--- config.mk ---
export PLATFORM = sky130hd
export DESIGN_NAME = operation_o_dispatch
export DESIGN_NICKNAME = d
export VERILOG_FILES = /design/src/rtl/operation_o_dispatch.sv
export SDC_FILE = /design/constraint.sdc
export NUM_CORES = 1
export LEC_CHECK = 0
export CAP_MARGIN = 5
export CORE_UTILIZATION = 58
export CTS_BUF_LIST = sky130_fd_sc_hd__clkbuf_16
export CTS_CLUSTER_SIZE = 20
export DETAILED_ROUTE_END_ITERATION = 10
export HOLD_SLACK_MARGIN = 0.03
export PLACE_DENSITY = 0.84
export SETUP_SLACK_MARGIN = 0.1
export SLEW_MARGIN = 20
export SYNTH_ARGS = -nofsm -noshare
export SYNTH_HDL_FRONTEND = slang
export SYNTH_SLANG_ARGS = --single-unit
export TNS_END_PERCENT = 1
--- constraint.sdc ---
create_clock -name CLK -period 4 [get_ports CLK]
set_clock_uncertainty 0.2 [all_clocks]
set_input_delay 1 -clock CLK [delete_from_list [all_inputs] [get_ports CLK]]
set_output_delay 1 -clock CLK [all_outputs]
set_load 0.05 [all_outputs]
--- src/rtl/operation_o_dispatch.sv ---
// rtl/operation_o_dispatch.sv - operand FIFO feeder and result collector for an ST/RD/RES execution unit
// Ops issue one at a time; a watchdog turns a silent unit into an all-ones result plus a sticky ERR.
module operation_o_dispatch #(
    parameter int BW    = 16,
    parameter int DEPTH = 4,
    parameter int TMO   = 255
) (
    input  logic          CLK,
    input  logic          RST,
    input  logic          PUSH,
    input  logic [BW-1:0] PIN0,
    input  logic [BW-1:0] PIN1,
    output logic          FULL,
    output logic          EMPTY,
    output logic          OST,
    output logic [BW-1:0] OIN0,
    output logic [BW-1:0] OIN1,
    input  logic          ORD,
    input  logic [BW-1:0] ORES,
    output logic [BW-1:0] RES,
    output logic          RVALID,
    input  logic          RACK,
    output logic          ERR
);
    localparam int AW = $clog2(DEPTH);
    localparam int CW = $clog2(TMO + 1);
    localparam logic [AW:0]   L_FULL = (AW + 1)'(DEPTH);
    localparam logic [CW-1:0] L_TMO  = CW'(TMO);

    typedef enum logic [1:0] {S_IDLE, S_ISSUE, S_WAIT, S_HOLD} state_t;

    state_t          r_state;
    state_t          w_next;
    logic [2*BW-1:0] r_mem [DEPTH];
    logic [AW-1:0]   r_wptr;
    logic [AW-1:0]   r_rptr;
    logic [AW:0]     r_count;
    logic [CW-1:0]   r_tmo_cnt;
    logic [BW-1:0]   r_oin0;
    logic [BW-1:0]   r_oin1;
    logic [BW-1:0]   r_res;
    logic            r_rvalid;
    logic            r_err;
    logic            w_full;
    logic            w_empty;
    logic            w_push;
    logic            w_pop;
    logic            w_load;
    logic            w_timeout;

    assign w_full  = (r_count == L_FULL);
    assign w_empty = (r_count == '0);
    // A pop frees the head slot on the same edge, so a full FIFO may still take a push then.
    assign w_push  = PUSH && (!w_full || w_pop);

    always_comb begin
        w_next    = r_state;
        w_pop     = 1'b0;
        w_load    = 1'b0;
        w_timeout = 1'b0;
        case (r_state)
            S_IDLE: begin
                if (!w_empty) begin
                    w_load = 1'b1;
                    w_next = S_ISSUE;
                end
            end
            S_ISSUE: w_next = S_WAIT;
            S_WAIT: begin
                if (ORD) begin
                    w_pop  = 1'b1;
                    w_next = S_HOLD;
                end else if (r_tmo_cnt == L_TMO) begin
                    w_pop     = 1'b1;
                    w_timeout = 1'b1;
                    w_next    = S_HOLD;
                end
            end
            S_HOLD: begin
                if (RACK) w_next = S_IDLE;
            end
            default: w_next = S_IDLE;
        endcase
    end

    always_ff @(posedge CLK) begin
        if (RST) begin
            r_state   <= S_IDLE;
            r_wptr    <= '0;
            r_rptr    <= '0;
            r_count   <= '0;
            r_tmo_cnt <= '0;
            r_oin0    <= '0;
            r_oin1    <= '0;
            r_res     <= '0;
            r_rvalid  <= 1'b0;
            r_err     <= 1'b0;
        end else begin
            r_state <= w_next;
            if (w_push) r_wptr <= r_wptr + 1'b1;
            if (w_pop)  r_rptr <= r_rptr + 1'b1;
            if (w_push && !w_pop)      r_count <= r_count + 1'b1;
            else if (!w_push && w_pop) r_count <= r_count - 1'b1;

            if (w_load) begin
                r_oin0 <= r_mem[r_rptr][BW-1:0];
                r_oin1 <= r_mem[r_rptr][2*BW-1:BW];
            end

            if (r_state == S_ISSUE)                r_tmo_cnt <= '0;
            else if (r_state == S_WAIT && !w_pop) r_tmo_cnt <= r_tmo_cnt + 1'b1;

            if (r_state == S_WAIT && w_pop) begin
                r_rvalid <= 1'b1;
                r_res    <= w_timeout ? {BW{1'b1}} : ORES;
            end else if (r_state == S_HOLD && RACK) begin
                r_rvalid <= 1'b0;
            end

            if (w_timeout) r_err <= 1'b1;
        end
    end

    // Storage needs no reset: pointers and count define which slots are live.
    always_ff @(posedge CLK) begin
        if (w_push) r_mem[r_wptr] <= {PIN1, PIN0};
    end

    assign FULL   = w_full;
    assign EMPTY  = w_empty;
    assign OST    = (r_state == S_ISSUE);
    assign OIN0   = r_oin0;
    assign OIN1   = r_oin1;
    assign RES    = r_res;
    assign RVALID = r_rvalid;
    assign ERR    = r_err;
endmodule
======== Word-level counts from Yosys, hierarchy flattened ========
Memory sizes are Yosys's and may differ from the RTL's. A register that Yosys moved wholly into a read port is not among the register bits.
Index checks and enable logic that the tools add are counted.
word-level totals
  bits in registers ....................... 35
  memory bits (writable) .................. 128
  input port bits ......................... 53
  logic and storage cells ................. 57
  memories ................................ 1
cells by class
  add/subtract/negate cells ............... 5
  equal/unequal tests ..................... 8
  mux-type cells .......................... 19
  reduce and logical (&&, ||, !) cells .... 16
memory list
  name   depth  width  read ports  clocked after Yosys merged registers in  write ports  RTL line  RTL
  r_mem  4      32     1           1                                        1            34        logic [2*BW-1:0] r_mem [DEPTH];
operators with widths
  operator                                                                number
  16-bit two-way mux                                                      1
  1-bit two-way mux                                                       11
  8-bit by 1-bit adder with 8-bit output (second input constant)          1
  8-bit equality test (second input constant)                             1
  2-bit two-way mux                                                       4
  2-bit one-hot mux with 4 select lines                                   1
  1-bit logical AND                                                       6
  3-bit two-way mux                                                       2
  2-bit by 1-bit adder with 2-bit output (second input constant)          2
  2-bit equality test (second input constant)                             2
  2-bit inequality test (second input constant)                           2
  2-bit nonzero test                                                      2
  3-bit by 1-bit adder with 3-bit output (second input constant)          1
  3-bit equality test (second input constant)                             1
  1-bit logical NOT                                                       3
  3-bit logical NOT                                                       1
  3-bit inequality test (second input constant)                           1
  3-bit AND reduction                                                     1
  3-bit by 1-bit subtractor with 3-bit output (second input constant)     1
  2-bit by 1-bit equality test with 1-bit output (second input constant)  1
  2-bit logical NOT                                                       1
  2-bit OR reduction                                                      1
  1-bit logical OR                                                        1

======== Depth between registers and ports, before layout ========
Gate-level depths: netlist of run 1.
  word-level depth ........................ 10
  depth in mapped cells ................... 12
  depth with buffers taken out ............ 11

======== Worst setup path before layout of run 1 ========
Ideal clock, no wire load.
  kind .................................... in2reg
  from .................................... input port ORD
  to ...................................... register r_count[2]
  data arrival time ....................... 2.741 ns
  setup slack ............................. 0.988 ns
  stages .................................. 8
  path buffers ............................ 0
  cell sequence ........................... and2b_1 a221oi_4 ha_1 inv_1 fa_1 xor2_1 or3_1 a21oi_1
on the way
  longest elaborated chain between the ends .. 7
ends and longest elaborated chain
  what                          RTL line  RTL
  start, declared               18        input logic ORD,
  1-bit two-way mux *           70        if (ORD) begin
  1-bit two-way mux *           61        case (r_state)
  1-bit logical OR *            54        assign w_push = PUSH && (!w_full || w_pop);
  1-bit logical AND *           54
  named net w_push              46        logic w_push;
  1-bit logical NOT             103       else if (!w_push && w_pop) r_count <= r_count - 1'b1;
  1-bit logical AND             103
  2-bit nonzero test (no line)  -
  end signal, assigned          102       if (w_push && !w_pop) r_count <= r_count + 1'b1;
  end signal, assigned          103
  end, declared                 37        logic [AW:0] r_count;
Mark *: on every way through the listed nets, which the timed path passes. The rest lies on a longest branch.
A chain may end at the register's enable or synchronous reset.

======== Worst setup path after layout of run 1 ========
  from .................................... register r_count[0]
  to ...................................... output port EMPTY
on the way
  longest elaborated chain between the ends .. 1
ends and longest elaborated chain
  what               RTL line  RTL
  3-bit logical NOT  52        assign w_empty = (r_count == '0);
  end, declared      14        output logic EMPTY,
No other way between the ends.

==> impl_metrics.env, run 1 <==
export IMPL_status="finished, final reports clean"
export IMPL_drtAntennaViolNets=0
export IMPL_synth_top_family_by_area="multiplexers"
export IMPL_clk_insertion_delay_late_ns=0.43
export IMPL_totalWireLength_mm=14.1
export IMPL_post_route_min_period_ns=3.54
export IMPL_initial_core_util=0.603
export IMPL_synth_edf_count=128
export IMPL_cp_start_kind="flop"
export IMPL_place_congestion=0.732
export IMPL_tightest_slew_ns=0.864
export IMPL_cts_buffers=17
export IMPL_regArea_um2=5190
export IMPL_hold_slack_ns=0.251
export IMPL_nets=640
export IMPL_max_freq_ghz=0.283
export IMPL_ys_seq_area_frac=0.704
export IMPL_max_slew_margin=0.424
export IMPL_synth_cell_type_count=49
export IMPL_cp_max_fo=4
export IMPL_route_detailed_drc=0
export IMPL_grt_max_degree=35
export IMPL_yosys_area_share_simple=0.0678
export IMPL_rsz0062_at_grt="false"
export IMPL_finalHoldViolations=0
export IMPL_netlist_area_um2=7370
export IMPL_grt_pass1_vias=4363
export IMPL_drtIter0Drc=360
export IMPL_async_reset_ff_frac=0
export IMPL_cap_violations=0
export IMPL_grt_first_pass_wirelength_mm=22.0
export IMPL_boundaryPins=106
export IMPL_postCtsSetupBuffers=0
export IMPL_grt_use_total=0.231
export IMPL_syn_area_per_cell_um2=15.8
export IMPL_multi_input_area_um2=2010
export IMPL_reg2reg_slack_ns=1.21
export IMPL_rows=40
export IMPL_path_clk_slew_ns=0.07
export IMPL_routed_via_density=5.62
export IMPL_cts_sinks=195
export IMPL_syn_inst=466
export IMPL_crit_required_ns=2.80
export IMPL_critPathCaptureType="output port"
export IMPL_synth_compound_area_frac=0.0679
export IMPL_post_route_util=0.746
export IMPL_p_leak_nw=3.08
export IMPL_final_setup_viol_count=0
export IMPL_yosys_warnings=0
export IMPL_arrival_ns=2.34
export IMPL_yosys_area_share_adder=0.0214
export IMPL_cts_tree="built"
export IMPL_drv_slew=0
export IMPL_syn2layout_area_growth_pct=23.7
export IMPL_chipWidth_um=115
export IMPL_core_um2=12200
export IMPL_hold_class="flop to flop"
export IMPL_syn_nets=531
export IMPL_vdd_ir_drop_max_mv=0.446
export IMPL_cts_hold_buf=0
export IMPL_powerDensity_nw_per_um2=690
export IMPL_num_antenna_cells=0
export IMPL_htreeDepth=4
export IMPL_fin_tns_setup_ns=0
export IMPL_cts_buffer_depth=2
export IMPL_finalPower_mw=6.29
export IMPL_vias=4245
export IMPL_post_cts_resize_count=0
export IMPL_overflow=0
export IMPL_die_area_um2=13200
export IMPL_synth_seq_cells=195
export IMPL_root_buffer="clkbuf_16"
export IMPL_synth_xor_area_frac=0.00832
export IMPL_drtPass1Iterations=5
export IMPL_drt_wirelength_per_cell_um=18.7
export IMPL_dp_hpwl_mm=8.85
export IMPL_critPathKind="flop to output port"
export IMPL_min_period_over_period=0.884
export IMPL_antenna_found_initial=0
export IMPL_fillCellCount=769
export IMPL_muxShareOfSynthArea=0.106
export IMPL_drive_above_1_share=0.179
export IMPL_synthFlopType="edfxtp_1"
export IMPL_die_y_um=115
export IMPL_io_buffer_count=105
==> cell usage in the layout, fill, tap and decap left out, drive strengths merged, types with 3 or more instances in the layout <==
master	instances
a21oi	41
and2	5
buf	10
clkbuf	17
clkdlybuf4s50	104
clkinv	7
dfxtp	67
edfxtp	128
ha	11
inv	16
mux2i	3
mux4	32
nand2	71
nor2	15
o21ai	4
o221a	16
or3	3
xor2	6
==> routing by layer <==
layer,part of all wire,track usage,wire [um],vias to the layer above
li1,-,-,-,1972
met1,0.42,0.288,5900,2138
met2,0.52,0.389,7320,118
met3,0.048,0.0693,679,17
met4,0.013,0.0797,188,0
met5,0,0,0,-
==> area by class of cell <==
type | instances | area share
multi-input cells | 235 | 0.220
flip-flops and latches | 195 | 0.569
clock inverters | 14 | 0.0124
repair buffers | 114 | 0.124
inverters | 12 | 0.00494
well taps | 168 | 0.0231
clock buffers | 17 | 0.0467
==> worst max-delay path: stages (launching register included) <==
cell and delay [ns]:
dfxtp_1 0.37, nor3_1 0.60, clkdlybuf4s50_1 0.93
==> where the power goes <==
group	leakage (nW)	internal [mW]	switching (mW)
combinational	1.09	0.718	1.31
sequential	1.72	2.53	0.168
clock	0.268	0.850	0.711
total	3.08	4.09	2.19
==> worst paths after layout <==
path	startpoint	endpoint	cells after the start
worst max-delay path	r_count[0]	EMPTY	2
worst min-delay path	OIN1[14]	OIN1[14]	2
worst max register to register	r_tmo_cnt[0]	r_count[2]	10
worst min register to register	OIN1[14]	OIN1[14]	2
==> sequential cells by signal, indices dropped and copies added, names as in the netlist <==
| register | flops |
|---|---|
| r_count | 3 |
| RES | 16 |
| r_tmo_cnt | 8 |
| OIN0 | 16 |
| ERR | 1 |
| r_rptr | 2 |
| RVALID | 1 |
| OIN1 | 16 |
| r_state | 2 |
| r_mem | 128 |
| r_wptr | 2 |
==> stage by stage <==
stage / cell area [um2] / instances / setup slack, ns
6_report: 9110 / 755 / 0.464
5_1_grt: 9110 / 755 / 0.417
4_1_cts: 9110 / 755 / 0.513
3_5_place_dp: 8580 / 724 / 0.366
3_3_place_gp: 8580 / 724 / 0.506
2_1_floorplan: 7370 / 466 / 0.988
==> cell families after synthesis <==
group,count (synthesis)
mux,37
flops,195
compound gates,69
simple gates,110
fa+ha+maj,12
xor+xnor,7
buf+inv,36
==> synthesized netlist by cell type (2+ instances only) <==
cell,instances,area [um2]
xor2_1,6,52.6
mux4_2,31,698
clkbuf_1,9,33.8
buf_2,5,25.0
nand2_1,70,263
ha_1,11,138
and2b_1,2,15.0
nand4_1,2,12.5
nand3_1,2,10.0
and2_2,4,30.0
dfxtp_1,67,1340
buf_1,2,7.51
a21oi_2,2,17.5
buf_4,5,37.5
mux2i_1,3,30.0
nor2b_1,2,12.5
nor2_1,14,52.6
o221a_2,16,180
or3_1,3,18.8
o211ai_1,2,15.0
a21oi_1,39,195
inv_1,11,41.3
edfxtp_1,128,3840
o21ai_0,3,15.0
buf_6,3,33.8
(Power assumes the default switching activity.)
==> inputs of run 2 (changes only) <==
Settings changed: CORE_MARGIN set to 4.
==> impl_metrics.env, run 2 (synthesis gave the netlist of run 1 again) <==
export IMPL_status="finished, final reports clean"
export IMPL_crit_required_ns=2.80
export IMPL_cp_max_fo=4
export IMPL_min_period_over_period=0.886
export IMPL_cts_hold_buf=0
export IMPL_tightest_slew_ns=0.904
export IMPL_boundaryPins=106
export IMPL_largest_reg_flops=128
export IMPL_endpoint="EMPTY"
export IMPL_cts_buffer_depth=2
export IMPL_num_antenna_cells=0
export IMPL_power_frac_comb=0.318
export IMPL_arrival_ns=2.34
export IMPL_overflow=0
export IMPL_grt_max_degree=35
export IMPL_cap_violations=0
export IMPL_reg2regPathDepth=10
export IMPL_cp_startpoint="r_count[0]"
export IMPL_nets=639
export IMPL_final_cell_mix="128 x edfxtp_1, 104 x clkdlybuf4s50_1, 70 x nand2_1"
export IMPL_hold_class="flop to flop"
export IMPL_seq_power_share=0.422
export IMPL_final_setup_viol_count=0
export IMPL_reg2reg_slack_ns=1.25
export IMPL_final_common_cell="edfxtp_1"
export IMPL_cp_start_kind="flop"
export IMPL_grt_pass1_vias=4505
export IMPL_drtPass1Iterations=5
export IMPL_vias=4287
export IMPL_placedCellCount=723
export IMPL_powerDensity_nw_per_um2=699
export IMPL_clk_insertion_delay_late_ns=0.43
export IMPL_syn2layout_area_growth_pct=24.5
export IMPL_p_leak_nw=3.11
export IMPL_die_area_um2=14600
export IMPL_routed_via_density=5.68
export IMPL_rsz0062_at_grt="false"
export IMPL_place_congestion=0.774
export IMPL_drv_slew=0
export IMPL_cts_sinks=195
export IMPL_drt_wirelength_per_cell_um=20.2
export IMPL_root_buffer="clkbuf_16"
export IMPL_htreeDepth=4
export IMPL_max_freq_ghz=0.282
export IMPL_die_y_um=121
export IMPL_switchingPower_mw=2.20
export IMPL_timing_rr_start="r_tmo_cnt[0]"
export IMPL_io_buffer_count=105
export IMPL_cpPeakStageDelay_ns=0.93
export IMPL_dp_hpwl_mm=9.61
export IMPL_drtAntennaViolNets=0
export IMPL_cts_buffers=17
export IMPL_chipWidth_um=121
export IMPL_rows=40
export IMPL_core_um2=12200
export IMPL_hold_slack_ns=0.252
export IMPL_post_route_min_period_ns=3.54
export IMPL_cell_internal_pwr_mw=4.21
export IMPL_max_slew_margin=0.398
export IMPL_fin_tns_setup_ns=0
export IMPL_post_cts_resize_count=0
export IMPL_critPathKind="flop to output port"
export IMPL_postCtsSetupBuffers=0
export IMPL_vdd_ir_drop_max_mv=0.611
export IMPL_cpMaxStageDelayCell="clkdlybuf4s50_1"
export IMPL_critPathCaptureType="output port"
export IMPL_p_clk_frac=0.260
export IMPL_grt_use_total=0.222
export IMPL_path_clk_slew_ns=0.06
export IMPL_grt_first_pass_wirelength_mm=24.2
export IMPL_switching_share=0.344
export IMPL_totalWireLength_mm=15.3
export IMPL_cp_cell_sequence="nor3_1 -> clkdlybuf4s50_1"
export IMPL_finalNonFillerCells=755
export IMPL_drive_above_1_share=0.172
export IMPL_drtIter0Drc=260
export IMPL_finalHoldViolations=0
export IMPL_top_register="r_mem"
export IMPL_timing_rr_end="r_count[2]"
export IMPL_finalPower_mw=6.41
export IMPL_initial_core_util=0.603
export IMPL_route_detailed_drc=0
export IMPL_cts_tree="built"
export IMPL_antenna_found_initial=0
run 2: changes by cell type in the layout (fill, tap and decap cells not counted), sizes merged:
cell / delta
buf: -1
inv: +1
bufinv: +2
clkinvlp: -1
clkinv: -1
run 2: power groups by stage:
stage | sequential, mW | clock, mW | combinational (mW)
floorplan | 3.22 | 0 | 0.882
global placement | 2.71 | 0 | 1.99
detailed placement | 2.74 | 0 | 2.04
CTS | 2.71 | 1.69 | 2.07
global route | 2.74 | 1.79 | 2.18
finish | 2.70 | 1.67 | 2.04
run 2: worst min-delay path by stage:
stage | start | end | depth (start not counted)
2_1_floorplan | r_count[2] | r_count[2] | 2
3_3_place_gp | OIN1[11] | OIN1[11] | 2
3_5_place_dp | OIN1[11] | OIN1[11] | 2
4_1_cts | OIN1[11] | OIN1[11] | 2
5_1_grt | OIN1[9] | OIN1[9] | 2
6_report | OIN1[11] | OIN1[11] | 2
run 2: final cells by class:
type                    instances  area, um2
clock inverters                15        151
inverters                      12       45.0
clock buffers                  17        425
repair buffers                113       1140
fillers                       766       3040
well taps                     168        210
flip-flops and latches        195       5190
multi-input cells             235       2010
run 2: through the flow:
stage / cell area, um2 / util / worst slack (ns)
global placement: 8600 / 0.704 / 0.479
CTS: 9170 / 0.751 / 0.475
finish: 9170 / 0.751 / 0.457
global route: 9170 / 0.751 / 0.407
detailed placement: 8600 / 0.704 / 0.362
floorplan: 7370 / - / 0.988
run 2: critical path: cells and delay by family (launching register included):
kind / cells / cell delay (ns)
buffers and inverters: 1 / 0.93
and+or+nand+nor: 1 / 0.61
DFF: 1 / 0.37
run 2: per-layer routing:
| metal | vias to the layer above | track usage | routed length [um] | part of all wire |
|---|---|---|---|---|
| li1 | 1975 | - | - | - |
| met2 | 132 | 0.375 | 8080 | 0.53 |
| met3 | 11 | 0.0688 | 886 | 0.058 |
| met4 | 0 | 0.0588 | 134 | 0.0088 |
| met1 | 2169 | 0.282 | 6160 | 0.40 |
| met5 | - | 0 | 0 | 0 |
==> inputs of run 3 (changes only) <==
Settings changed: MAX_ROUTING_LAYER set to met4.
==> impl_metrics.env, run 3 (synthesis gave the netlist of run 1 again) <==
export IMPL_syn2layout_area_growth_pct=24.5
export IMPL_status="finished, final reports clean"
export IMPL_drtPass1Iterations=5
export IMPL_top_register="r_mem"
export IMPL_final_common_cell="edfxtp_1"
export IMPL_drv_slew=0
export IMPL_p_leak_nw=3.11
export IMPL_cp_startpoint="r_count[0]"
export IMPL_drtIter0Drc=264
export IMPL_critPathCaptureType="output port"
export IMPL_place_congestion=0.785
export IMPL_arrival_ns=2.35
export IMPL_grt_first_pass_wirelength_mm=24.2
export IMPL_wl_met2_mm=8.02
export IMPL_timing_rr_start="r_tmo_cnt[0]"
export IMPL_rsz0062_at_grt="false"
export IMPL_hold_class="flop to flop"
export IMPL_tightest_slew_ns=0.908
export IMPL_postCtsSetupBuffers=0
export IMPL_wl_met1_mm=6.21
export IMPL_cts_sinks=195
export IMPL_hold_slack_ns=0.252
export IMPL_placed_area_um2=8600
export IMPL_fin_tns_setup_ns=0
export IMPL_overflow=0
export IMPL_clk_insertion_delay_late_ns=0.43
export IMPL_final_cell_mix="128 x edfxtp_1, 104 x clkdlybuf4s50_1, 70 x nand2_1"
export IMPL_powerDensity_nw_per_um2=699
export IMPL_dp_hpwl_mm=9.61
export IMPL_chipWidth_um=121
export IMPL_root_buffer="clkbuf_16"
export IMPL_grt_pass1_vias=4495
export IMPL_totalWireLength_mm=15.3
export IMPL_path_clk_slew_ns=0.06
export IMPL_finalPower_mw=6.41
export IMPL_wl_met3_um=869
export IMPL_cap_violations=0
export IMPL_die_y_um=121
export IMPL_finalHoldViolations=0
export IMPL_initial_core_util=0.603
export IMPL_grt_use_total=0.228
export IMPL_die_area_um2=14600
export IMPL_fin_area_um2=9170
export IMPL_largest_reg_flops=128
export IMPL_cp_max_fo=4
export IMPL_critPathKind="flop to output port"
export IMPL_post_route_min_period_ns=3.55
export IMPL_crit_required_ns=2.80
export IMPL_htreeDepth=4
export IMPL_post_cts_resize_count=0
export IMPL_timing_rr_end="r_count[2]"
export IMPL_nets=639
export IMPL_grt_max_degree=35
export IMPL_cts_buffers=17
export IMPL_antenna_found_initial=0
export IMPL_route_detailed_drc=0
export IMPL_drtAntennaViolNets=0
export IMPL_dr_max_layer_used="met4"
export IMPL_endpoint="EMPTY"
export IMPL_reg2regPathDepth=10
export IMPL_finalNonFillerCells=755
export IMPL_io_buffer_count=105
export IMPL_vdd_ir_drop_max_mv=0.614
export IMPL_routed_via_density=5.70
export IMPL_vias=4304
export IMPL_min_period_over_period=0.888
export IMPL_max_slew_margin=0.395
export IMPL_cp_start_kind="flop"
export IMPL_drt_wirelength_per_cell_um=20.2
export IMPL_drive_above_1_share=0.172
export IMPL_reg2reg_slack_ns=1.25
export IMPL_cts_buffer_depth=2
export IMPL_rows=40
export IMPL_core_um2=12200
export IMPL_boundaryPins=106
export IMPL_cts_hold_buf=0
export IMPL_max_freq_ghz=0.282
export IMPL_placedCellCount=723
export IMPL_final_setup_viol_count=0
export IMPL_cts_tree="built"
export IMPL_num_antenna_cells=0
## run 3: cell counts in the layout (fill, tap and decap cells not counted)
Identical to the previous run, type by type.
## run 3: stage by stage
step,worst slack (ns),util
after floorplan,0.988,-
after global placement,0.479,0.704
after detailed placement,0.362,0.704
after CTS,0.475,0.751
after global routing,0.413,0.751
final,0.450,0.751
## run 3: routing by layer
layer / up-vias / GRT usage
met2: 145 / 0.375
met3: 17 / 0.0641
met4: 0 / 0.0588
met5: - / -
li1: 1976 / -
met1: 2166 / 0.284
## run 3: worst min path at each step
stage	endpoint	cells after the start	slack, ns	from
2_1_floorplan	r_count[2]	2	0.27	r_count[2]
3_3_place_gp	OIN1[11]	2	0.24	OIN1[11]
3_5_place_dp	OIN1[11]	2	0.25	OIN1[11]
4_1_cts	OIN1[11]	2	0.26	OIN1[11]
5_1_grt	OIN1[9]	2	0.27	OIN1[9]
6_report	OIN1[11]	2	0.25	OIN1[11]
## run 3: critical path: stages (launching register included)
cell             delay (ns)
dfxtp_1                0.37
nor3_1                 0.62
clkdlybuf4s50_1        0.93
## run 3: layout make-up
class / instances / area (um2)
clock buffers: 17 / 425
multi-input cells: 235 / 2010
repair buffers: 113 / 1140
inverters: 12 / 45.0
well taps: 168 / 210
clock inverters: 15 / 151
flip-flops and latches: 195 / 5190
fillers: 766 / 3040
## run 3: where the power goes
part / leakage [nW] / switching (mW) / internal [mW]
logic: 1.09 / 1.34 / 0.709
registers: 1.72 / 0.174 / 2.53
clock network: 0.295 / 0.699 / 0.968
==> RTL edit (settings of run 1) <==
`BW`: 16 -> 24.
--- a/src/rtl/operation_o_dispatch.sv
+++ b/src/rtl/operation_o_dispatch.sv
@@ -1,7 +1,7 @@
 // rtl/operation_o_dispatch.sv - operand FIFO feeder and result collector for an ST/RD/RES execution unit
 // Ops issue one at a time; a watchdog turns a silent unit into an all-ones result plus a sticky ERR.
 module operation_o_dispatch #(
-    parameter int BW    = 16,
+    parameter int BW    = 24,
     parameter int DEPTH = 4,
     parameter int TMO   = 255
 ) (
Interface: changed (6 resized); port bits go from 106 to 154. No check against the original RTL was run, so the function may have changed too.
==> RTL edit against run 1 <==
- design area up 43%
- sequential cell count grew 88
- critical path depth stayed put
- setup slack gained 130 ps
- wire length up 49%
- non-clock buffer count is 49 higher
- power increased by 44%
- synthesized area up 42%
- largest cell class unchanged
- highest routed layer unchanged
==> RTL edit: results (changes against run 1) <==
[run_status]
status=finished clean

[logic_synthesis]
synth_area_leaders=edfxtp_1, dfxtp_1, mux4_2
async_flop_share_pct=0  ; unchanged
synth_seq_area_share_pct=72.6  ; +2.3 points
synth_fp_nets=729  ; +37%
yosysUniqueCellTypes=46  ; -6.1%
yosys_warnings=0  ; unchanged
synth_edf_count=192  ; +50%
synthTopCellsByCount=edfxtp_1, nand2_1, dfxtp_1

[placement]
hpwl_microns=13200  ; +49%
port-buffer-count=153  ; +46%
gp_congestion=0.766  ; +4.7%

[drt]
wl_microns=20900  ; +49%
drtIter0Drc=411  ; +14%
viasPerCell=5.82  ; +3.4%
firstDrtPassIters=5  ; unchanged

[layout]
drive_gt1_share_pct=16.9  ; -0.98 points
nNetsFinal=884  ; +38%
largest_reg_flops=192  ; +50%
largest-register=r_mem

[grt]
grt_pass1_vias=6265  ; +44%
antenna_found_initial=1  ; +1
met3_usage_pct=4.70  ; -2.2 points
grtUsageMet2_pct=40.7  ; +1.8 points
use_met1_pct=28.9  ; +0.14 points
grt_start_max_net_pins=62  ; +77%
grt.total_usage_pct=23.2  ; +0.057 points
grt_pass1_wl_microns=32600  ; +48%

[power]
leakage_nw=4.36  ; +42%
irDropWorstVdd_mv=0.569  ; +28%
swShare_pct=34.6  ; -0.25 points

[clock_tree]
cts_resized=0  ; unchanged
clock_path_buffers=3  ; +1
htree_levels=1  ; -3
ctsRootBufferMaster=clkbuf_16
clock_latency_ps=540  ; +110 ps
cts_setup_buffers=0  ; unchanged
cts_buffers=27  ; +10
clk_pin_slew_ps=60

[timing]
relSlewSlack_pct=28.5  ; -14 points

[job]
cap_viol_max_count=0  ; unchanged

[worst_setup_path]
critPathArrivalTime_ps=2200  ; -140 ps
cp_max_fo=4  ; unchanged

[hold_path]
hold_class=reg2reg

RTL edit: cell count changes after synthesis, sizes merged, moves of 4 or more:
cell / delta
mux4: +16
clkbuf: +9
nand2: +34
edfxtp: +64
buf: +4
a21oi: +13
dfxtp: +24
o221a: +8
RTL edit: path summary, 6_finish.rpt:
| kind | from | endpoint | cells after the start | slack, ps |
|---|---|---|---|---|
| setup reg to reg | r_tmo_cnt[0] | r_count[2] | 10 | 1030 |
| hold reg to reg | OIN0[20] | OIN0[20] | 2 | 250 |
| setup / recovery | r_count[0] | EMPTY | 2 | 600 |
| hold / removal | OIN0[20] | OIN0[20] | 2 | 250 |
RTL edit: metal layers:
layer | up-vias | part of all wire, %
li1 | 2748 | -
met1 | 3028 | 39
met2 | 241 | 51
met3 | 43 | 7.3
met4 | 0 | 2.4
met5 | - | 0
RTL edit: critical path, stage by stage, from the launching register on:
cell and delay (ps):
dfxtp_1 370, nor3_2 400, clkdlybuf4s50_1 900
RTL edit: logic make-up after synthesis:
| group | count (synthesis) | share of synthesized area (%) |
|---|---|---|
| DFF | 283 | 72.6 |
| buffers and inverters | 46 | 2.12 |
| adders and majority gates | 12 | 1.51 |
| xor gates and xnor gates | 6 | 0.503 |
| and+or+nand+nor | 146 | 5.94 |
| muxes | 50 | 10.6 |
| AOI/OAI and AO/OA | 97 | 6.72 |
RTL edit: stage by stage:
| stage | cells | area (sq um) | setup WS [ps] |
|---|---|---|---|
| 3_3_place_gp | 990 | 12200 | 551 |
| 6_report | 1042 | 13000 | 599 |
| 3_5_place_dp | 991 | 12200 | 473 |
| 5_1_grt | 1041 | 13000 | 506 |
| 2_1_floorplan | 640 | 10400 | 781 |
| 4_1_cts | 1041 | 13000 | 567 |
RTL edit: power by group through the flow:
stage / combinational (mW) / sequential [mW] / clock, mW
2_1_floorplan: 1.07 / 4.74 / 0
3_3_place_gp: 2.72 / 3.93 / 0
3_5_place_dp: 2.82 / 3.98 / 0
4_1_cts: 2.84 / 3.92 / 2.41
5_1_grt: 2.98 / 3.97 / 2.51
6_report: 2.81 / 3.91 / 2.36
RTL edit: final cells by class:
cell class / count / area (sq um)
Multi-Input combinational cell: 311 / 2650
Timing Repair Buffer: 163 / 1650
Clock inverter: 23 / 150
Sequential cell: 283 / 7590
Inverter: 9 / 33.8
Clock buffer: 27 / 676
Antenna cell: 1 / 2.50
Tap cell: 225 / 282
Fill cell: 1016 / 4380
